File: config.mk
export PLATFORM = sky130hd
export DESIGN_NAME = bus_master_if
export DESIGN_NICKNAME = d
export VERILOG_FILES = /design/src/rtl/bus_defs.sv /design/src/rtl/bus_master_if.sv
export SDC_FILE = /design/constraint.sdc
export NUM_CORES = 1
export LEC_CHECK = 0
export CORE_ASPECT_RATIO = 0.75
export CORE_MARGIN = 3
export CORE_UTILIZATION = 39
export CTS_BUF_LIST = sky130_fd_sc_hd__clkbuf_8
export DETAILED_ROUTE_END_ITERATION = 8
export HOLD_SLACK_MARGIN = 0.1
export PLACE_DENSITY = 0.87
export REMOVE_ABC_BUFFERS = 1
export SYNTH_ARGS = -nofsm -noshare
export SYNTH_HDL_FRONTEND = slang
export SYNTH_SLANG_ARGS = --single-unit
File: constraint.sdc
create_clock -name clk -period 1.1 [get_ports clk]
set_clock_uncertainty 0.05 [all_clocks]
set_input_delay 0.33 -clock clk [delete_from_list [all_inputs] [get_ports clk]]
set_output_delay 0.33 -clock clk [all_outputs]
set_load 0.02 [all_outputs]
File: src/rtl/bus_defs.sv
// Shared bus definitions: widths, transfer direction and
// master interface FSM state encodings.
package bus_defs;

    localparam int BUS_ADDR_W = 30;
    localparam int BUS_DATA_W = 32;

    localparam logic READ  = 1'b0;
    localparam logic WRITE = 1'b1;

    typedef enum logic [1:0] {
        BUS_IF_IDLE   = 2'd0,
        BUS_IF_REQ    = 2'd1,
        BUS_IF_ACCESS = 2'd2
    } bus_if_state_e;

endpackage

File: src/rtl/bus_master_if.sv
// Master-side bus interface: single client transfer through req/grnt/as/rdy.
// Optional ACCESS timeout with cpu_err under BUS_MASTER_IF_TIMEOUT_EN.
module bus_master_if
    import bus_defs::*;
#(
    parameter int ADDR_WIDTH = BUS_ADDR_W,
    parameter int DATA_WIDTH = BUS_DATA_W
`ifdef BUS_MASTER_IF_TIMEOUT_EN
    , parameter int TIMEOUT_CYCLES = 255
`endif
) (
    input  logic                  clk,
    input  logic                  rst_,
    input  logic                  cpu_as,
    input  logic [ADDR_WIDTH-1:0] cpu_addr,
    input  logic                  cpu_wr,
    input  logic [DATA_WIDTH-1:0] cpu_wr_data,
    output logic [DATA_WIDTH-1:0] cpu_rd_data,
    output logic                  cpu_rdy,
    output logic                  cpu_busy,
    output logic                  bus_req,
    input  logic                  bus_grnt,
    output logic                  bus_as,
    output logic [ADDR_WIDTH-1:0] bus_addr,
    output logic                  bus_wr,
    output logic [DATA_WIDTH-1:0] bus_wr_data,
    input  logic                  bus_rdy,
    input  logic [DATA_WIDTH-1:0] bus_rd_data
`ifdef BUS_MASTER_IF_TIMEOUT_EN
    , output logic                cpu_err
`endif
);

    bus_if_state_e         state_q, state_d;
    logic                  req_d, as_d, wr_d, rdy_d;
    logic [ADDR_WIDTH-1:0] addr_d;
    logic [DATA_WIDTH-1:0] wdata_d, rdata_d;

`ifdef BUS_MASTER_IF_TIMEOUT_EN
    logic [7:0] cnt_q, cnt_d;
    logic       err_d;
    localparam logic [7:0] CNT_LAST = 8'(TIMEOUT_CYCLES - 1);
`endif

    // Client stalls while a transfer is pending or being accepted.
    assign cpu_busy = (state_q != BUS_IF_IDLE) | (cpu_as & ~cpu_rdy);

    // Next-state and next register values for the transfer FSM.
    always_comb begin
        state_d = state_q;
        req_d   = bus_req;
        as_d    = bus_as;
        addr_d  = bus_addr;
        wr_d    = bus_wr;
        wdata_d = bus_wr_data;
        rdata_d = cpu_rd_data;
        rdy_d   = 1'b0;
`ifdef BUS_MASTER_IF_TIMEOUT_EN
        cnt_d   = cnt_q;
        err_d   = 1'b0;
`endif
        unique case (state_q)
            BUS_IF_IDLE: begin
                if (cpu_as) begin
                    addr_d  = cpu_addr;
                    wr_d    = cpu_wr;
                    wdata_d = cpu_wr_data;
                    req_d   = 1'b1;
                    state_d = BUS_IF_REQ;
                end
            end
            BUS_IF_REQ: begin
                if (bus_grnt) begin
                    as_d    = 1'b1;
                    state_d = BUS_IF_ACCESS;
`ifdef BUS_MASTER_IF_TIMEOUT_EN
                    cnt_d   = '0;
`endif
                end
            end
            BUS_IF_ACCESS: begin
                if (bus_rdy) begin
                    if (bus_wr == READ)
                        rdata_d = bus_rd_data;
                    rdy_d   = 1'b1;
                    req_d   = 1'b0;
                    as_d    = 1'b0;
                    state_d = BUS_IF_IDLE;
                end
`ifdef BUS_MASTER_IF_TIMEOUT_EN
                else if (cnt_q == CNT_LAST) begin
                    rdata_d = '0;
                    rdy_d   = 1'b1;
                    err_d   = 1'b1;
                    req_d   = 1'b0;
                    as_d    = 1'b0;
                    state_d = BUS_IF_IDLE;
                end else begin
                    cnt_d = cnt_q + 8'd1;
                end
`endif
            end
            default: begin
                req_d   = 1'b0;
                as_d    = 1'b0;
                state_d = BUS_IF_IDLE;
            end
        endcase
    end

    // State and registered outputs; reset drops any transfer in flight.
    always_ff @(posedge clk) begin
        if (rst_) begin
            state_q     <= BUS_IF_IDLE;
            bus_req     <= 1'b0;
            bus_as      <= 1'b0;
            bus_addr    <= '0;
            bus_wr      <= READ;
            bus_wr_data <= '0;
            cpu_rd_data <= '0;
            cpu_rdy     <= 1'b0;
`ifdef BUS_MASTER_IF_TIMEOUT_EN
            cnt_q       <= '0;
            cpu_err     <= 1'b0;
`endif
        end else begin
            state_q     <= state_d;
            bus_req     <= req_d;
            bus_as      <= as_d;
            bus_addr    <= addr_d;
            bus_wr      <= wr_d;
            bus_wr_data <= wdata_d;
            cpu_rd_data <= rdata_d;
            cpu_rdy     <= rdy_d;
`ifdef BUS_MASTER_IF_TIMEOUT_EN
            cnt_q       <= cnt_d;
            cpu_err     <= err_d;
`endif
        end
    end

endmodule

==> flow_metrics.env, run 1 <==
export IMPL_worst_hold_path_endpoint="state_q[1]"
export IMPL_rsz0062_at_grt="yes"
export IMPL_synth_edf_count=0
export IMPL_post_synth_top_count_cell="nand2b_1"
export IMPL_clkTransAtPathRegs_ns=0.09
export IMPL_worstPathArrival_ns=1.67
export IMPL_min_period_over_period_pct=132
export IMPL_netlist_instances=436
export IMPL_dp_cells=778
export IMPL_yosys_top_cells_area="dfxtp_1, nand2b_1, mux2i_1"
export IMPL_p_sw_share_pct=26.5
export IMPL_portBuffers=198
export IMPL_use_met1_pct=22.7
export IMPL_viasPerCell=4.65
export IMPL_grt_max_degree=52
export IMPL_drcViolationCount=0
export IMPL_hold_viol_final=0
export IMPL_grt_pass1_vias=4033
export IMPL_die_w_um=130
export IMPL_wirelength_um=13400
export IMPL_top_usage_layer="met2"
export IMPL_place_gp_congestion=0.764
export IMPL_diodes=0
export IMPL_powerDensity_nw_per_um2=1090
export IMPL_ys_seq_area_share_pct=44.4
export IMPL_reg2reg_from="state_q[1]"
export IMPL_period_needed_ns=1.45
export IMPL_io_pins=199
export IMPL_r2r_cells=6
export IMPL_p_leak_uw=0.00330
export IMPL_area_growth_pct=75.4
export IMPL_clock_sinks=100
export IMPL_htreeDepth=3
export IMPL_vias=3938
export IMPL_synth_top_family_by_area="simple AND/OR/NAND/NOR gates"
export IMPL_synth_commonest_cells="nand2b_1, dfxtp_1, mux2i_1"
export IMPL_cts_buffers=9
export IMPL_holdPathStages=2
export IMPL_synthSimpleGateAreaFrac_pct=28.0
export IMPL_cts_tree="built"
export IMPL_start_util_pct=40.6
export IMPL_p_sw_uw=2280
export IMPL_holdCritStartpoint="rst_"
export IMPL_synth_xor_area_share_pct=0
export IMPL_slowest_delay_ns=0.35
export IMPL_total_power_uw=8600
export IMPL_regToRegEndpoint="bus_addr[16]"
export IMPL_gr_usage_met3_pct=5.15
export IMPL_grt_util_all_layers_pct=18.8
export IMPL_pwr_share_clk_pct=27.3
export IMPL_power_frac_comb_pct=26.0
export IMPL_wl_per_cell_um=15.8
export IMPL_drv_cap=0
export IMPL_status="complete, but fails checks"
export IMPL_drive_gt1_share_pct=45.0
export IMPL_final_instance_count_excl_fill=846
export IMPL_yosysTopAreaCellShare_pct=44.4
export IMPL_synth_compound_area_share_pct=0.916
export IMPL_grt_use_met2_pct=33.1
export IMPL_p_int_uw=6330
export IMPL_first_pass_iters=4
export IMPL_critical_path_slowest_cell="dfxtp_2"
export IMPL_worstSetupStartpointType="register"
export IMPL_slew_headroom_pct=81.0
export IMPL_finish_instance_area_um2=7900
export IMPL_drv_slew=0
export IMPL_cts_buffer_depth=2
export IMPL_holdCritPathClass="in -> reg"
export IMPL_ys_seq_elements=100
export IMPL_yosys_area_top_type="dfxtp_1"
export IMPL_max_freq_ghz=0.690
export IMPL_ys_flop_type="dfxtp_1"
export IMPL_yosys_mux_area_fraction_pct=21.1
export IMPL_die_area_um2=12900
export IMPL_yosys_warnings=0
export IMPL_cts_root_buf="clkbuf_8"
export IMPL_synth_adder_area_share_pct=0
export IMPL_rows=33
export IMPL_violations="negative setup slack"
export IMPL_path_cells="buf_6 -> nor3b_4 -> buf_12 -> buf_12 -> buf_12 -> mux2i_2"
export IMPL_layout_setup_ws_ns=-0.350
export IMPL_nets=802
export IMPL_cp_common_cell="buf_12"
export IMPL_dp_hpwl_um=8380
export IMPL_die_h_um=99.1
export IMPL_pwr_share_seq_pct=46.7
export IMPL_insertion_delay_ns=0.35
export IMPL_ir_drop_v=0.000667
export IMPL_syn_area_um2=4510
export IMPL_coreArea_um2=11100
export IMPL_grt_first_pass_wirelength_um=19500
export IMPL_cp_depth=6
export IMPL_end_kind="register"
export IMPL_setup_violations=196
export IMPL_postPlaceCellArea_um2=6780
export IMPL_cp_top_family="buffers and inverters"
export IMPL_synth_async_reset_ratio_pct=0
export IMPL_ant_nets=0
export IMPL_worstMarginPinSlew_ns=0.285
export IMPL_path_buf_inv=4
export IMPL_antenna_found_initial=0
export IMPL_r2r_setup_slack_ns=-0.35
export IMPL_critPathKind="reg -> reg"
export IMPL_cp_max_fo=7
export IMPL_drt_iter0_markers=111
export IMPL_overflow=0
export IMPL_cts_hold_buf=0
export IMPL_synthDistinctLibCells=21
export IMPL_syn_area_per_cell_um2=10.3
export IMPL_critPathRequiredTime_ns=1.32
[metrics by stage]
| step | TNS [ns] | hold slack, ns | worst slack (ns) | utilization (%) |
|---|---|---|---|---|
| global placement | -82.53 | 0.407 | -0.906 | 61.1 |
| global route | -47.50 | 0.263 | -0.403 | 71.2 |
| detailed placement | -87.28 | 0.413 | -0.973 | 61.1 |
| finish | -37.95 | 0.284 | -0.350 | 71.2 |
| CTS | -37.17 | 0.280 | -0.328 | 67.9 |
| floorplan | -243.16 | 0.349 | -3.33 | - |
[sequential cells by signal, summed over array words and instances (netlist names)]
signal       count
bus_req          1
cpu_rdy          1
bus_wr           1
bus_wr_data     32
bus_as           1
cpu_rd_data     32
bus_addr        30
state_q          2
[per-layer routing]
metal / up-vias / share of wire, %
met1: 1861 / 43
li1: 1934 / -
met2: 130 / 50
met4: 0 / 0.95
met3: 13 / 5.5
met5: - / 0
[cell usage in the layout (no fill, tap or decap)]
cell type,synthesis,final
nand2b_1,192,192
buf_6,8,109
dfxtp_2,0,100
clkdlybuf4s50_1,0,97
mux2i_1,95,89
buf_4,1,62
clkbuf_8,0,10
buf_12,3,7
mux2i_2,0,6
clkbuf_16,0,5
buf_8,0,5
inv_1,2,3
buf_16,0,3
clkinvlp_4,0,2
nor2_2,0,1
o21ai_2,0,1
and4bb_4,0,1
nor3b_4,0,1
nor2_1,2,1
a2111oi_2,0,1
nand3b_1,1,1
or3b_1,1,1
a21oi_2,0,1
o21a_1,1,1
o2bb2ai_2,0,1
nor4bb_1,1,1
o22ai_1,1,1
clkinv_2,0,1
bufinv_16,0,1
dlygate4sd2_1,0,1
[area by class of cell]
type | instances | area [um^2]
clock buffers | 10 | 138
multi-input cells | 300 | 2310
well taps | 140 | 175
fillers | 740 | 3200
repair buffers | 289 | 3100
inverters | 2 | 7.51
flip-flops and latches | 100 | 2130
clock inverters | 5 | 53.8
[kinds of logic after synthesis]
| group | Yosys count |
|---|---|
| buffers and inverters | 36 |
| AND/OR/NAND/NOR | 199 |
| flip-flops | 100 |
| AO/OA/AOI/OAI | 6 |
| multiplexers | 95 |
[power by group through the flow]
stage	Clock, uW	Combinational [uW]	Sequential (uW)
CTS	2410	2010	4010
floorplan	0	570	4250
global route	2570	2360	4040
finish	2350	2230	4020
detailed placement	0	1850	4020
global placement	0	1810	4010
[worst max-delay path by stage]
stage	startpoint	end	slack (ns)
2_1_floorplan	state_q[1]	bus_addr[0]	-3.33
3_3_place_gp	cpu_as	cpu_busy	-0.91
3_5_place_dp	cpu_as	cpu_busy	-0.97
4_1_cts	state_q[0]	cpu_busy	-0.33
5_1_grt	state_q[1]	bus_addr[16]	-0.40
6_report	state_q[1]	bus_addr[16]	-0.35
[worst register-to-register path, stage by stage (launching register included)]
cell and delay [ns]:
dfxtp_2 0.35, buf_6 0.13, nor3b_4 0.21, buf_12 0.15, buf_12 0.13, buf_12 0.14
mux2i_2 0.22
[repair_timing]
action                                  in CTS  in global routing
pin swaps                                    5                  1
gates cloned                                 3                  5
endpoints found under the setup margin     197                196
resized for setup                          713                 27
setup buffers                               25                 22
No activity file was read; power rests on OpenSTA's default activity.
==> run 2: changes to the inputs <==
--- a/config.mk
+++ b/config.mk
@@ -5,8 +5,8 @@
 export SDC_FILE = /design/constraint.sdc
 export NUM_CORES = 1
 export LEC_CHECK = 0
+export CAP_MARGIN = 20
 export CORE_ASPECT_RATIO = 0.75
-export CORE_MARGIN = 3
 export CORE_UTILIZATION = 39
 export CTS_BUF_LIST = sky130_fd_sc_hd__clkbuf_8
 export DETAILED_ROUTE_END_ITERATION = 8
==> flow_metrics.env, run 2 (same netlist as run 1, synthesis figures left out) <==
export IMPL_portBuffers=198
export IMPL_end_kind="register"
export IMPL_layout_setup_ws_ns=-0.387
export IMPL_violations="negative setup slack"
export IMPL_cts_buffer_depth=2
export IMPL_power_frac_comb_pct=25.9
export IMPL_drv_slew=0
export IMPL_total_power_uw=8400
export IMPL_first_pass_iters=4
export IMPL_top_usage_layer="met2"
export IMPL_dp_hpwl_um=8040
export IMPL_worstMarginPinSlew_ns=0.406
export IMPL_rsz0062_at_grt="yes"
export IMPL_slew_headroom_pct=72.3
export IMPL_worstSetupStartpointType="register"
export IMPL_drt_iter0_markers=154
export IMPL_p_leak_uw=0.00326
export IMPL_final_cell_mix="nand2b_1, buf_6, dfxtp_2"
export IMPL_clock_sinks=100
export IMPL_insertion_delay_ns=0.36
export IMPL_drive_gt1_share_pct=44.0
export IMPL_nets=800
export IMPL_grt_max_degree=99
export IMPL_rows=33
export IMPL_overflow=0
export IMPL_ir_drop_v=0.000749
export IMPL_io_pins=199
export IMPL_cp_max_fo=8
export IMPL_vias=3848
export IMPL_min_period_over_period_pct=135
export IMPL_largestRegisters="bus_wr_data x32, cpu_rd_data x32, bus_addr x30"
export IMPL_diodes=0
export IMPL_p_sw_uw=2310
export IMPL_die_area_um2=12000
export IMPL_cts_buffers=9
export IMPL_p_int_uw=6080
export IMPL_use_met1_pct=22.7
export IMPL_powerDensity_nw_per_um2=1080
export IMPL_grt_use_met2_pct=33.7
export IMPL_die_w_um=126
export IMPL_pre_cts_ws_ns=-0.927
export IMPL_grt_pass1_vias=3837
export IMPL_critPathRequiredTime_ns=1.32
export IMPL_cts_tree="built"
export IMPL_p_sw_share_pct=27.6
export IMPL_start_util_pct=40.7
export IMPL_status="complete, but fails checks"
export IMPL_drv_cap=0
export IMPL_critPathKind="reg -> reg"
export IMPL_pwr_share_seq_pct=47.8
export IMPL_antenna_found_initial=0
export IMPL_die_h_um=95.1
export IMPL_cts_hold_buf=0
export IMPL_final_common_cell="nand2b_1"
export IMPL_grt_util_all_layers_pct=19.4
export IMPL_area_growth_pct=73.0
export IMPL_worstPathArrival_ns=1.71
export IMPL_viasPerCell=4.55
export IMPL_gr_usage_met3_pct=7.18
export IMPL_drcViolationCount=0
export IMPL_grt_first_pass_wirelength_um=18300
export IMPL_ant_nets=0
export IMPL_fin_util_pct=70.4
export IMPL_fin_setup_tns_ns=-39.60
export IMPL_max_freq_ghz=0.673
export IMPL_place_gp_congestion=0.720
export IMPL_clkTransAtPathRegs_ns=0.10
export IMPL_cts_root_buf="clkbuf_8"
export IMPL_htreeDepth=3
export IMPL_wirelength_um=12900
export IMPL_pwr_share_clk_pct=26.3
export IMPL_period_needed_ns=1.49
export IMPL_setup_violations=197
export IMPL_hold_viol_final=0
export IMPL_holdCritPathClass="in -> reg"
export IMPL_wl_per_cell_um=15.2
export IMPL_coreArea_um2=11100
-- run 2: cell count changes in the layout (fill, tap and decap cells not counted), sizes merged --
cell      delta
inv          +2
clkbuf       -1
clkinvlp     -1
bufinv       -1
clkinv       +1
buf          -1
-- run 2: worst max-delay path, cell delays in order, from the launching register on --
cell and delay [ns]:
dfxtp_2 0.34, buf_6 0.13, nor3b_4 0.21, buf_6 0.16, buf_12 0.15, buf_8 0.12
mux2i_2 0.23
-- run 2: final timing paths --
path / slack [ns] / to / start / cells past startpoint
worst max-delay path: -0.39 / bus_wr_data[0] / state_q[0] / 6
worst min-delay path: 0.29 / cpu_rdy / rst_ / 3
worst max register to register: -0.39 / bus_wr_data[0] / state_q[0] / 6
worst min register to register: 0.43 / bus_addr[4] / bus_addr[4] / 2
-- run 2: per-layer routing --
metal	wire length [um]	up-vias
li1	-	1925
met3	817	17
met2	6240	138
met1	5630	1768
met4	192	0
met5	0	-
-- run 2: stage by stage --
step                      instance area [um^2]  cells  hold slack, ns
after floorplan                           4260    402           0.349
after global placement                    6820    781           0.407
after detailed placement                  6820    781           0.410
after CTS                                 7410    819           0.268
after global routing                      7790    845           0.263
final                                     7790    845           0.286
-- run 2: what timing repair did --
item | CTS | global route
pin swaps | 3 | 3
gates cloned | 0 | 5
setup buffers | 22 | 21
setup endpoints to repair | 197 | 197
resized for setup | 697 | 31
-- run 2: final cells by class --
cell class                 count  area (um^2)
clock buffer                  10          138
timing repair buffer         287         3030
inverter                       2         7.51
tap                          140          175
multi-input combinational    300         2280
sequential                   100         2130
fill                         790         3270
clock inverter                 6         41.3
-- run 2: power by group through the flow --
stage / Clock (uW) / Combinational (uW) / Sequential [uW]
6_report: 2210 / 2170 / 4010
4_1_cts: 2280 / 1970 / 4010
3_5_place_dp: 0 / 1860 / 4010
5_1_grt: 2440 / 2290 / 4040
2_1_floorplan: 0 / 570 / 4250
3_3_place_gp: 0 / 1820 / 4000
